`src/rtl/mips16_core_top_if.sv`:
```
// Bus bundle between the MIPS16 core and its instruction memory, register file,
// data memory and self-test logic. master = core side, slave = environment side.
interface mips16_core_top_if #(
  parameter int PC_WIDTH = 8
);
  logic [15:0]         irst_reg_data;
  logic                irst_done;
  logic [15:0]         instruction;
  logic [PC_WIDTH-1:0] pc;
  logic                inst_write_en;
  logic [15:0]         inst_write_data;
  logic                reg_write_en;
  logic [2:0]          reg_write_dest;
  logic [15:0]         reg_write_data;
  logic [2:0]          reg_read_addr_1;
  logic [15:0]         reg_read_data_1;
  logic [2:0]          reg_read_addr_2;
  logic [15:0]         reg_read_data_2;
  logic [15:0]         mem_access_addr;
  logic [15:0]         mem_write_data;
  logic                mem_write_en;
  logic [15:0]         mem_read_data;
  logic [31:0]         rand_data;

  modport master (
    input  irst_reg_data, irst_done, instruction,
    input  reg_read_data_1, reg_read_data_2, mem_read_data,
    output pc, inst_write_en, inst_write_data,
    output reg_write_en, reg_write_dest, reg_write_data,
    output reg_read_addr_1, reg_read_addr_2,
    output mem_access_addr, mem_write_data, mem_write_en, rand_data
  );

  modport slave (
    output irst_reg_data, irst_done, instruction,
    output reg_read_data_1, reg_read_data_2, mem_read_data,
    input  pc, inst_write_en, inst_write_data,
    input  reg_write_en, reg_write_dest, reg_write_data,
    input  reg_read_addr_1, reg_read_addr_2,
    input  mem_access_addr, mem_write_data, mem_write_en, rand_data
  );
endinterface

```
`src/rtl/mips16_core_top.sv`:
```
// Single-cycle 16-bit MIPS-like core: one instruction per clock, halts while irst_done=1.
// Optional signature LFSR on rand_data is built only when MIPS16_SIGNATURE_EN is defined.
module mips16_core_top #(
  parameter int PC_WIDTH = 8
) (
  input  logic                clk,
  input  logic                rst,
  mips16_core_top_if.master   bus
);

  typedef enum logic [3:0] {
    OP_NOP  = 4'd0,  OP_ADD = 4'd1,  OP_SUB = 4'd2,  OP_AND  = 4'd3,
    OP_OR   = 4'd4,  OP_XOR = 4'd5,  OP_SL  = 4'd6,  OP_SR   = 4'd7,
    OP_SRU  = 4'd8,  OP_ADDI = 4'd9, OP_LD  = 4'd10, OP_ST   = 4'd11,
    OP_BZ   = 4'd12, OP_IMW = 4'd13, OP_R14 = 4'd14, OP_R15  = 4'd15
  } opcode_t;

  opcode_t                    op;
  logic [2:0]                 rd;
  logic [2:0]                 rs1;
  logic [2:0]                 rs2;
  logic signed [15:0]         imm_s;
  logic signed [15:0]         src1_s;
  logic [15:0]                src2;
  logic [3:0]                 shamt;
  logic [15:0]                eff_addr;
  logic [15:0]                alu_res;
  logic                       active;
  logic                       writes_rd;
  logic                       bz_taken;
  logic signed [PC_WIDTH-1:0] imm_pc;
  logic [PC_WIDTH-1:0]        pc_q;
  logic [PC_WIDTH-1:0]        pc_d;

  always_comb begin
    op        = opcode_t'(bus.instruction[15:12]);
    rd        = bus.instruction[11:9];
    rs1       = bus.instruction[8:6];
    rs2       = bus.instruction[5:3];
    imm_s     = 16'(signed'(bus.instruction[5:0]));
    src1_s    = signed'(bus.reg_read_data_1);
    src2      = bus.reg_read_data_2;
    shamt     = src2[3:0];
    eff_addr  = bus.reg_read_data_1 + imm_s;
    // Nothing architectural changes while in reset or while the self-test holds the core.
    active    = !rst && !bus.irst_done;
    writes_rd = (op >= OP_ADD) && (op <= OP_LD) && (rd != 3'd0);
    bz_taken  = (op == OP_BZ) && (bus.reg_read_data_1 == 16'd0);
    imm_pc    = PC_WIDTH'(imm_s);

    alu_res = 16'd0;
    case (op)
      OP_ADD:  alu_res = bus.reg_read_data_1 + src2;
      OP_SUB:  alu_res = bus.reg_read_data_1 - src2;
      OP_AND:  alu_res = bus.reg_read_data_1 & src2;
      OP_OR:   alu_res = bus.reg_read_data_1 | src2;
      OP_XOR:  alu_res = bus.reg_read_data_1 ^ src2;
      OP_SL:   alu_res = bus.reg_read_data_1 << shamt;
      OP_SR:   alu_res = 16'(src1_s >>> shamt);
      OP_SRU:  alu_res = bus.reg_read_data_1 >> shamt;
      OP_ADDI: alu_res = eff_addr;
      OP_LD:   alu_res = bus.mem_read_data;
      default: alu_res = 16'd0;
    endcase

    bus.pc              = pc_q;
    bus.reg_read_addr_1 = rs1;
    bus.reg_read_addr_2 = (op == OP_ST) ? rd : rs2;
    bus.reg_write_en    = active && writes_rd;
    bus.reg_write_dest  = rd;
    bus.reg_write_data  = alu_res;
    bus.mem_access_addr = ((op == OP_LD) || (op == OP_ST)) ? eff_addr : 16'd0;
    bus.mem_write_en    = active && (op == OP_ST);
    bus.mem_write_data  = src2;
    bus.inst_write_en   = active && (op == OP_IMW);
    bus.inst_write_data = bus.reg_read_data_1;

    pc_d = pc_q;
    if (rst) begin
      pc_d = '0;
    end else if (!bus.irst_done) begin
      pc_d = pc_q + PC_WIDTH'(1) + (bz_taken ? imm_pc : '0);
    end
  end

  always_ff @(posedge clk) begin
    pc_q <= pc_d;
  end

`ifdef MIPS16_SIGNATURE_EN
  logic [31:0] rand_q;
  logic [31:0] rand_d;

  always_comb begin
    rand_d = rand_q;
    if (rst) begin
      rand_d = 32'h0000_0001;
    end else if (!bus.irst_done) begin
      rand_d = {rand_q[30:0], rand_q[31] ^ rand_q[21] ^ rand_q[1] ^ rand_q[0]}
             ^ {16'h0000, bus.irst_reg_data};
    end
  end

  always_ff @(posedge clk) begin
    rand_q <= rand_d;
  end

  assign bus.rand_data = rand_q;
`else
  assign bus.rand_data = 32'd0;
`endif

endmodule

```
`src/flat_wrapper.sv`:
```
// flat-port wrapper written by rule: the top's interface ports become plain ports
module mips16_core_top_flat 
#(
  parameter int PC_WIDTH = 8
)
  (clk, rst, bus_irst_reg_data, bus_irst_done, bus_instruction, bus_reg_read_data_1, bus_reg_read_data_2, bus_mem_read_data, bus_pc, bus_inst_write_en, bus_inst_write_data, bus_reg_write_en, bus_reg_write_dest, bus_reg_write_data, bus_reg_read_addr_1, bus_reg_read_addr_2, bus_mem_access_addr, bus_mem_write_data, bus_mem_write_en, bus_rand_data);
  mips16_core_top_if #(.PC_WIDTH(PC_WIDTH)) bus_i ();
  input  logic clk;
  input  logic rst;
  input wire logic [$bits(bus_i.irst_reg_data)-1:0] bus_irst_reg_data;
  input wire logic [$bits(bus_i.irst_done)-1:0] bus_irst_done;
  input wire logic [$bits(bus_i.instruction)-1:0] bus_instruction;
  input wire logic [$bits(bus_i.reg_read_data_1)-1:0] bus_reg_read_data_1;
  input wire logic [$bits(bus_i.reg_read_data_2)-1:0] bus_reg_read_data_2;
  input wire logic [$bits(bus_i.mem_read_data)-1:0] bus_mem_read_data;
  output wire logic [$bits(bus_i.pc)-1:0] bus_pc;
  output wire logic [$bits(bus_i.inst_write_en)-1:0] bus_inst_write_en;
  output wire logic [$bits(bus_i.inst_write_data)-1:0] bus_inst_write_data;
  output wire logic [$bits(bus_i.reg_write_en)-1:0] bus_reg_write_en;
  output wire logic [$bits(bus_i.reg_write_dest)-1:0] bus_reg_write_dest;
  output wire logic [$bits(bus_i.reg_write_data)-1:0] bus_reg_write_data;
  output wire logic [$bits(bus_i.reg_read_addr_1)-1:0] bus_reg_read_addr_1;
  output wire logic [$bits(bus_i.reg_read_addr_2)-1:0] bus_reg_read_addr_2;
  output wire logic [$bits(bus_i.mem_access_addr)-1:0] bus_mem_access_addr;
  output wire logic [$bits(bus_i.mem_write_data)-1:0] bus_mem_write_data;
  output wire logic [$bits(bus_i.mem_write_en)-1:0] bus_mem_write_en;
  output wire logic [$bits(bus_i.rand_data)-1:0] bus_rand_data;
  assign bus_i.irst_reg_data = bus_irst_reg_data;
  assign bus_i.irst_done = bus_irst_done;
  assign bus_i.instruction = bus_instruction;
  assign bus_i.reg_read_data_1 = bus_reg_read_data_1;
  assign bus_i.reg_read_data_2 = bus_reg_read_data_2;
  assign bus_i.mem_read_data = bus_mem_read_data;
  assign bus_pc = bus_i.pc;
  assign bus_inst_write_en = bus_i.inst_write_en;
  assign bus_inst_write_data = bus_i.inst_write_data;
  assign bus_reg_write_en = bus_i.reg_write_en;
  assign bus_reg_write_dest = bus_i.reg_write_dest;
  assign bus_reg_write_data = bus_i.reg_write_data;
  assign bus_reg_read_addr_1 = bus_i.reg_read_addr_1;
  assign bus_reg_read_addr_2 = bus_i.reg_read_addr_2;
  assign bus_mem_access_addr = bus_i.mem_access_addr;
  assign bus_mem_write_data = bus_i.mem_write_data;
  assign bus_mem_write_en = bus_i.mem_write_en;
  assign bus_rand_data = bus_i.rand_data;
  mips16_core_top #(.PC_WIDTH(PC_WIDTH)) u_core (.clk(clk), .rst(rst), .bus(bus_i));
endmodule
```
`config.mk`:
```
export PLATFORM = sky130hd
export DESIGN_NAME = mips16_core_top_flat
export DESIGN_NICKNAME = d
export VERILOG_FILES = /design/src/rtl/mips16_core_top_if.sv /design/src/rtl/mips16_core_top.sv /design/src/flat_wrapper.sv
export SDC_FILE = /design/constraint.sdc
export NUM_CORES = 1
export LEC_CHECK = 0
export ABC_AREA = 1
export ABC_CLOCK_PERIOD_IN_PS = 3800
export BUFFER_PORTS_ARGS = -buffer_cell sky130_fd_sc_hd__buf_2
export CELL_PAD_IN_SITES_DETAIL_PLACEMENT = 1
export CELL_PAD_IN_SITES_GLOBAL_PLACEMENT = 2
export CORE_ASPECT_RATIO = 2
export CORE_MARGIN = 2
export CORE_UTILIZATION = 23
export DETAILED_ROUTE_END_ITERATION = 10
export HOLD_SLACK_MARGIN = 0.1
export PLACE_DENSITY = 0.85
export RECOVER_POWER = 100
export REMOVE_ABC_BUFFERS = 1
export SLEW_MARGIN = 20
export SYNTH_ARGS = -nofsm -noshare
export SYNTH_HDL_FRONTEND = slang
export SYNTH_SLANG_ARGS = --single-unit
```
`constraint.sdc`:
```
create_clock -name clk -period 3.8 [get_ports clk]
set_input_delay 0.76 -clock clk [delete_from_list [all_inputs] [get_ports clk]]
set_output_delay 0.76 -clock clk [all_outputs]
set_load 0.01 [all_outputs]
```
After elaboration in Yosys (flattened, before gate mapping) --
Cells that the tools add are included. W data, S select, Z words.
Storage, ports and cells: register bits 8, bits in latches 0, bits in writable memories 0, memory bits (read-only) 0, output and inout bits 116, logic and storage cells 43, memories kept 0
Cells by class: $add $sub $neg 5, multiply operators 0, div/mod/pow operators 0, $lt $le $gt $ge 2, equal/unequal tests 13, shift operators 3, multiplexer cells 4, bitwise logic cells 3, reductions and logical operators 12
Operators with widths (number):
- $pmux W16 S10 | 1
- $add A16 B16 Y16 | 2
- $eq A4 B4 Y1 const B | 6
- $and A16 B16 Y16 | 1
- $eq A4 B3 Y1 const B | 4
- $logic_not A16 Y1 | 1
- $mux W16 | 1
- $or A16 B16 Y16 | 1
- $shl A16 B4 Y16 | 1
- $shr A16 B4 Y16 | 1
- $sshr A16 B4 Y16 | 1
- $sub A16 B16 Y16 | 1
- $xor A16 B16 Y16 | 1
- $add A8 B1 Y8 const B | 1
- $add A8 B8 Y8 | 1
- $eq A4 B2 Y1 const B | 2
- $mux W8 | 1
- $logic_and A1 B1 Y1 | 7
- $eq A4 B1 Y1 const B | 1
- $ge A4 B1 Y1 const B | 1
- $le A4 B4 Y1 const B | 1
- $mux W3 | 1
- $reduce_bool A3 Y1 | 1
- $logic_not A1 Y1 | 2
- $logic_or A1 B1 Y1 | 1

Longest topological paths before layout --
word-level depth 4, mapped depth 23

Least setup slack after synthesis --
OpenSTA, ideal clock, no wires.
path kind input to output, start point in bus_reg_read_data_2[1], end point out bus_reg_write_data[13], data arrival time 3.203 ns, data required time 3.040 ns, slack -0.163 ns, stages on the path 21, buffers on the path 2, cell sequence buf_2 inv_2 clkbuf_1 ha_1 nand3_2 nor2_1 nand3_1 nor2_1 nand2_1 nand2_1 xor2_1 inv_1 ha_1 nand2_1 inv_1 nand3_1 nor3_1 nand2_1 nand3b_1 nand3_1 nand3_1
Between the ends: cells in the longest elaborated chain, start to end 2, elaborated cells between the ends (all ways) 6, classes of those cells add/sub: 2; shift: 3; mux: 1
RTL lines:
- start: declaration | RTL line flat_wrapper.sv:14 | input wire logic [$bits(bus_i.reg_read_data_2)-1:0] bus_reg_read_data_2;
- $sub A16 B16 Y16 (tied with other cells) | RTL line mips16_core_top.sv:54 | OP_SUB: alu_res = bus.reg_read_data_1 - src2;
- $pmux W16 S10 (*) | RTL line mips16_core_top.sv:52 | case (op)
- end: declaration | RTL line flat_wrapper.sv:21 | output wire logic [$bits(bus_i.reg_write_data)-1:0] bus_reg_write_data;
Mark *: on every way between the ends. The rest lies on a longest branch, timed or not.

Final worst setup path --
start point in bus_instruction[14], end point out bus_reg_write_data[9]
Between the ends: cells in the longest elaborated chain, start to end 2, elaborated cells between the ends (all ways) 11, classes of those cells eq/ne: 10; mux: 1
RTL lines:
- start: declaration | RTL line flat_wrapper.sv:12 | input wire logic [$bits(bus_i.instruction)-1:0] bus_instruction;
- $eq A4 B4 Y1 (tied with other cells) | RTL line mips16_core_top.sv:52
- $pmux W16 S10 (*) | RTL line mips16_core_top.sv:52
Marked as above.

==> results by group <==
Global route
  • First-pass GRT wire length: 48100 um
  • Vias in the first global route: 8854
  • Gr ovfl total: 0
  • Largest net degree at the start of global routing: 36
  • Overall routing resource usage: 21.7%
  • Antenna violations before repair: 0

Routing
  • Drt first-iter violations: 352
  • Routed wire length: 32300 um
  • DR vias: 8396
  • Antenna viol nets, final: 0
  • Pre-antenna DRT Iters: 4
  • Vias/cell: 4.94
  • Residual DRC count: 0
  • Routed len/inst: 19.0 um

Job
  • Max_cap viols: 0

Setup path
  • CP startpoint kind: input port
  • Critical path type: in2out
  • Number of cells on the worst reg-to-reg path: 7
  • CP endpoint kind: output port
  • Worst Path Max Fanout: 5
  • Worst Path Arrival: slightly above 3 ns
  • CP required: 3.04 ns

Power
  • Pwr Total: around 1.4 mW
  • Sw Ratio: 53.8%
  • Leakage: 4.59 nW
  • Gate power share: 81.1%
  • NetSw: 768 uW
  • Peak supply drop: roughly 0.00010 V
  • PwrDens: roughly 170 mW/mm^2
  • Part of the power in registers: 6.7%
  • P_int: 660 uW
  • Clk pwr share: 12.2%

Final layout
  • Max reg flops: 8
  • Final nets: 1510
  • Area grow syn2layout: 31.4%
  • Layout Cells excl Fill: 1699
  • Layout cells sized above 1: between 20% and 30%
  • Fill count: 3628
  • Antenna diodes: 0

Die
  • Die Ht: 238 um
  • Horiz. Die Dim: 121 um
  • Die area: 0.0288 mm^2
  • Num ports: 199
  • Row cnt: 85
  • Initial core utilization: 23.4%
  • Total core area: about 0.027 mm^2

Run status
  • Status: finished with violations
  • Failing checks: setup timing

Synthesis
  • Synth area leaders: nand2_1 (22%), ha_1 (14%), nand3_1 (11%)
  • Synth top area share: 22.1%
  • Yosys warnings: 0
  • Mux cell area share after synthesis: 0%
  • XOR/XNOR Fraction of Synth Area: 3.20%
  • Adder-Cell Fraction of Synth Area: around 15%
  • Largest family of logic cells by synthesized area: simple AND/OR/NAND/NOR gates
  • Netlist cell types: 46
  • Mapped Area: 0.00629 mm^2
  • EDFF count, synth: 0
  • Largest area contributor in the netlist: nand2_1
  • Most common cell in the synthesized netlist: nand2_1
  • Post-synthesis sequential area ratio: 2.54%
  • Fraction of registers with async set/reset: 0%
  • Syn Inst Count: 1170
  • Synth Flop Type: dfxtp_1
  • Syn_area_per_cell: 5.38 um^2
  • Number of synthesized register bits: 8
  • Commonest cells in the synthesized netlist: nand2_1 (371), nand3_1 (144), nor2_1 (124)
  • Compound-Gate Fraction of Synth Area: 10.5%
  • Simple-gate share of the synthesized area: 49.4%

Clock network
  • Root buf cell: clkbuf_16
  • H-tree depth: 1
  • CTS Buf Count: 3
  • TritonCTS clock tree: done
  • Clk sinks: 8
  • Clock transition at path regs: 0.04 ns
  • Worst-skew pair later-pin latency: 0.23 ns
  • Clock Tree Buf Depth: 2

Timing
  • Post-route setup slack: -0.0669 ns
  • RSZ-0062 raised after global routing: yes
  • Final setup vio count: 5
  • Hold Fails Final Rpt: 0
  • Max transition margin: 53.1%
  • Worst-margin pin slew: 0.703 ns
  • Setup Skew: 0.00116 ns
  • Final worst path period need: 3.87 ns
  • Final period util: 102%
  • Max Freq: 259 MHz
  • Setup TNS: -0.153 ns
  • Final Max Slew Viols: 0

Min path
  • Hold crit path type: reg2reg
  • Hold Crit Depth: 4

Place
  • GP Congestion: 0.958
  • IO buf count: 144
  • Pre-CTS setup slack: -0.414 ns
  • Cell count after placement: 1685
  • Detail Placement HPWL: 27500 um
[cells in the final DEF, fill, tap and decap left out, drive strengths merged, types with 21 or more instances in the layout]
cell type / Yosys / routed
inv: 133 / 131
ha: 71 / 71
nand2: 382 / 382
nor2: 136 / 136
xor2: 21 / 21
buf: 91 / 219
clkbuf: 9 / 31
nand3: 147 / 147
conb: 1 / 32
o21ai: 46 / 46
a21oi: 51 / 51
[layout make-up]
cell class                      instances  area [um^2]  area share, %
Tap cell                              348          435           5.27
Multi-Input combinational cell        959         5520           66.8
Inverter                              134          536           6.48
Clock buffer                            3         75.1          0.908
Timing Repair Buffer                  247         1540           18.6
Sequential cell                         8          160           1.94
[timing repair]
item / 4_1_cts / 5_1_grt
resized for setup: 79 / 60
setup buffers: 10 / 3
pin swaps: 32 / 35
setup endpoints to repair: 12 / 13
hold buffers: 0 / 0
[power by group through the flow]
stage | sequential, mW | combinational, mW | clock [mW]
after CTS | 0.0954 | 1.10 | 0.177
final | 0.0956 | 1.16 | 0.175
after global routing | 0.0963 | 1.27 | 0.185
after global placement | 0.0966 | 0.996 | 0
after detailed placement | 0.0967 | 1.02 | 0
after floorplan | 0.0978 | 0.527 | 0
[worst max-delay path, cell delays in order]
cell and delay, ns:
buf_2 0.12, inv_2 0.07, nand2_4 0.06, nor2_4 0.20, inv_4 0.08, buf_12 0.14, nand2_2 0.07, xor2_1 0.19
inv_1 0.10, ha_4 0.32, nand2_2 0.07, buf_4 0.15, nor2_4 0.13, nand3_2 0.10, nand3_2 0.08, nand2_1 0.06
nand3_1 0.07, nand4_1 0.14, buf_2 0.19
[per-layer routing]
layer / GRT usage [%] / vias to the layer above / share of wire (%)
li1: - / 4037 / -
met1: 20.0 / 3982 / 33
met2: 42.8 / 263 / 54
met3: 1.46 / 114 / 3.4
met4: 16.1 / 0 / 9.5
met5: 0 / - / 0
[per-stage QoR]
| stage | utilization (%) | hold slack [ns] | area (um^2) |
|---|---|---|---|
| 2_1_floorplan | - | 0.546 | 5710 |
| 3_3_place_gp | 28.1 | 0.544 | 7570 |
| 3_5_place_dp | 28.1 | 0.559 | 7570 |
| 4_1_cts | 29.9 | 0.568 | 8050 |
| 5_1_grt | 30.7 | 0.583 | 8270 |
| 6_report | 30.7 | 0.566 | 8270 |
[path summary, 6_finish.rpt]
| kind | to | from | slack [ns] |
|---|---|---|---|
| max reg2reg | u_core.bus.pc[5]$_SDFFE_PP0N_ | u_core.bus.pc[2]$_SDFFE_PP0N_ | 2.16 |
| max | bus_reg_write_data[9] | bus_instruction[14] | -0.07 |
| min reg2reg | u_core.bus.pc[7]$_SDFFE_PP0N_ | u_core.bus.pc[7]$_SDFFE_PP0N_ | 0.57 |
| min | u_core.bus.pc[7]$_SDFFE_PP0N_ | u_core.bus.pc[7]$_SDFFE_PP0N_ | 0.57 |
[logic make-up (layout without fill, tap and decap cells)]
kind of cell,after synthesis,after routing
AND/OR/NAND/NOR,712,712
buffers and inverters,234,384
AO/OA/AOI/OAI,118,118
adder cells (fa/ha/maj),74,74
XOR/XNOR,23,23
flip-flops,8,8
other,1,32
Note: power is estimated with default switching activity, not from simulation.
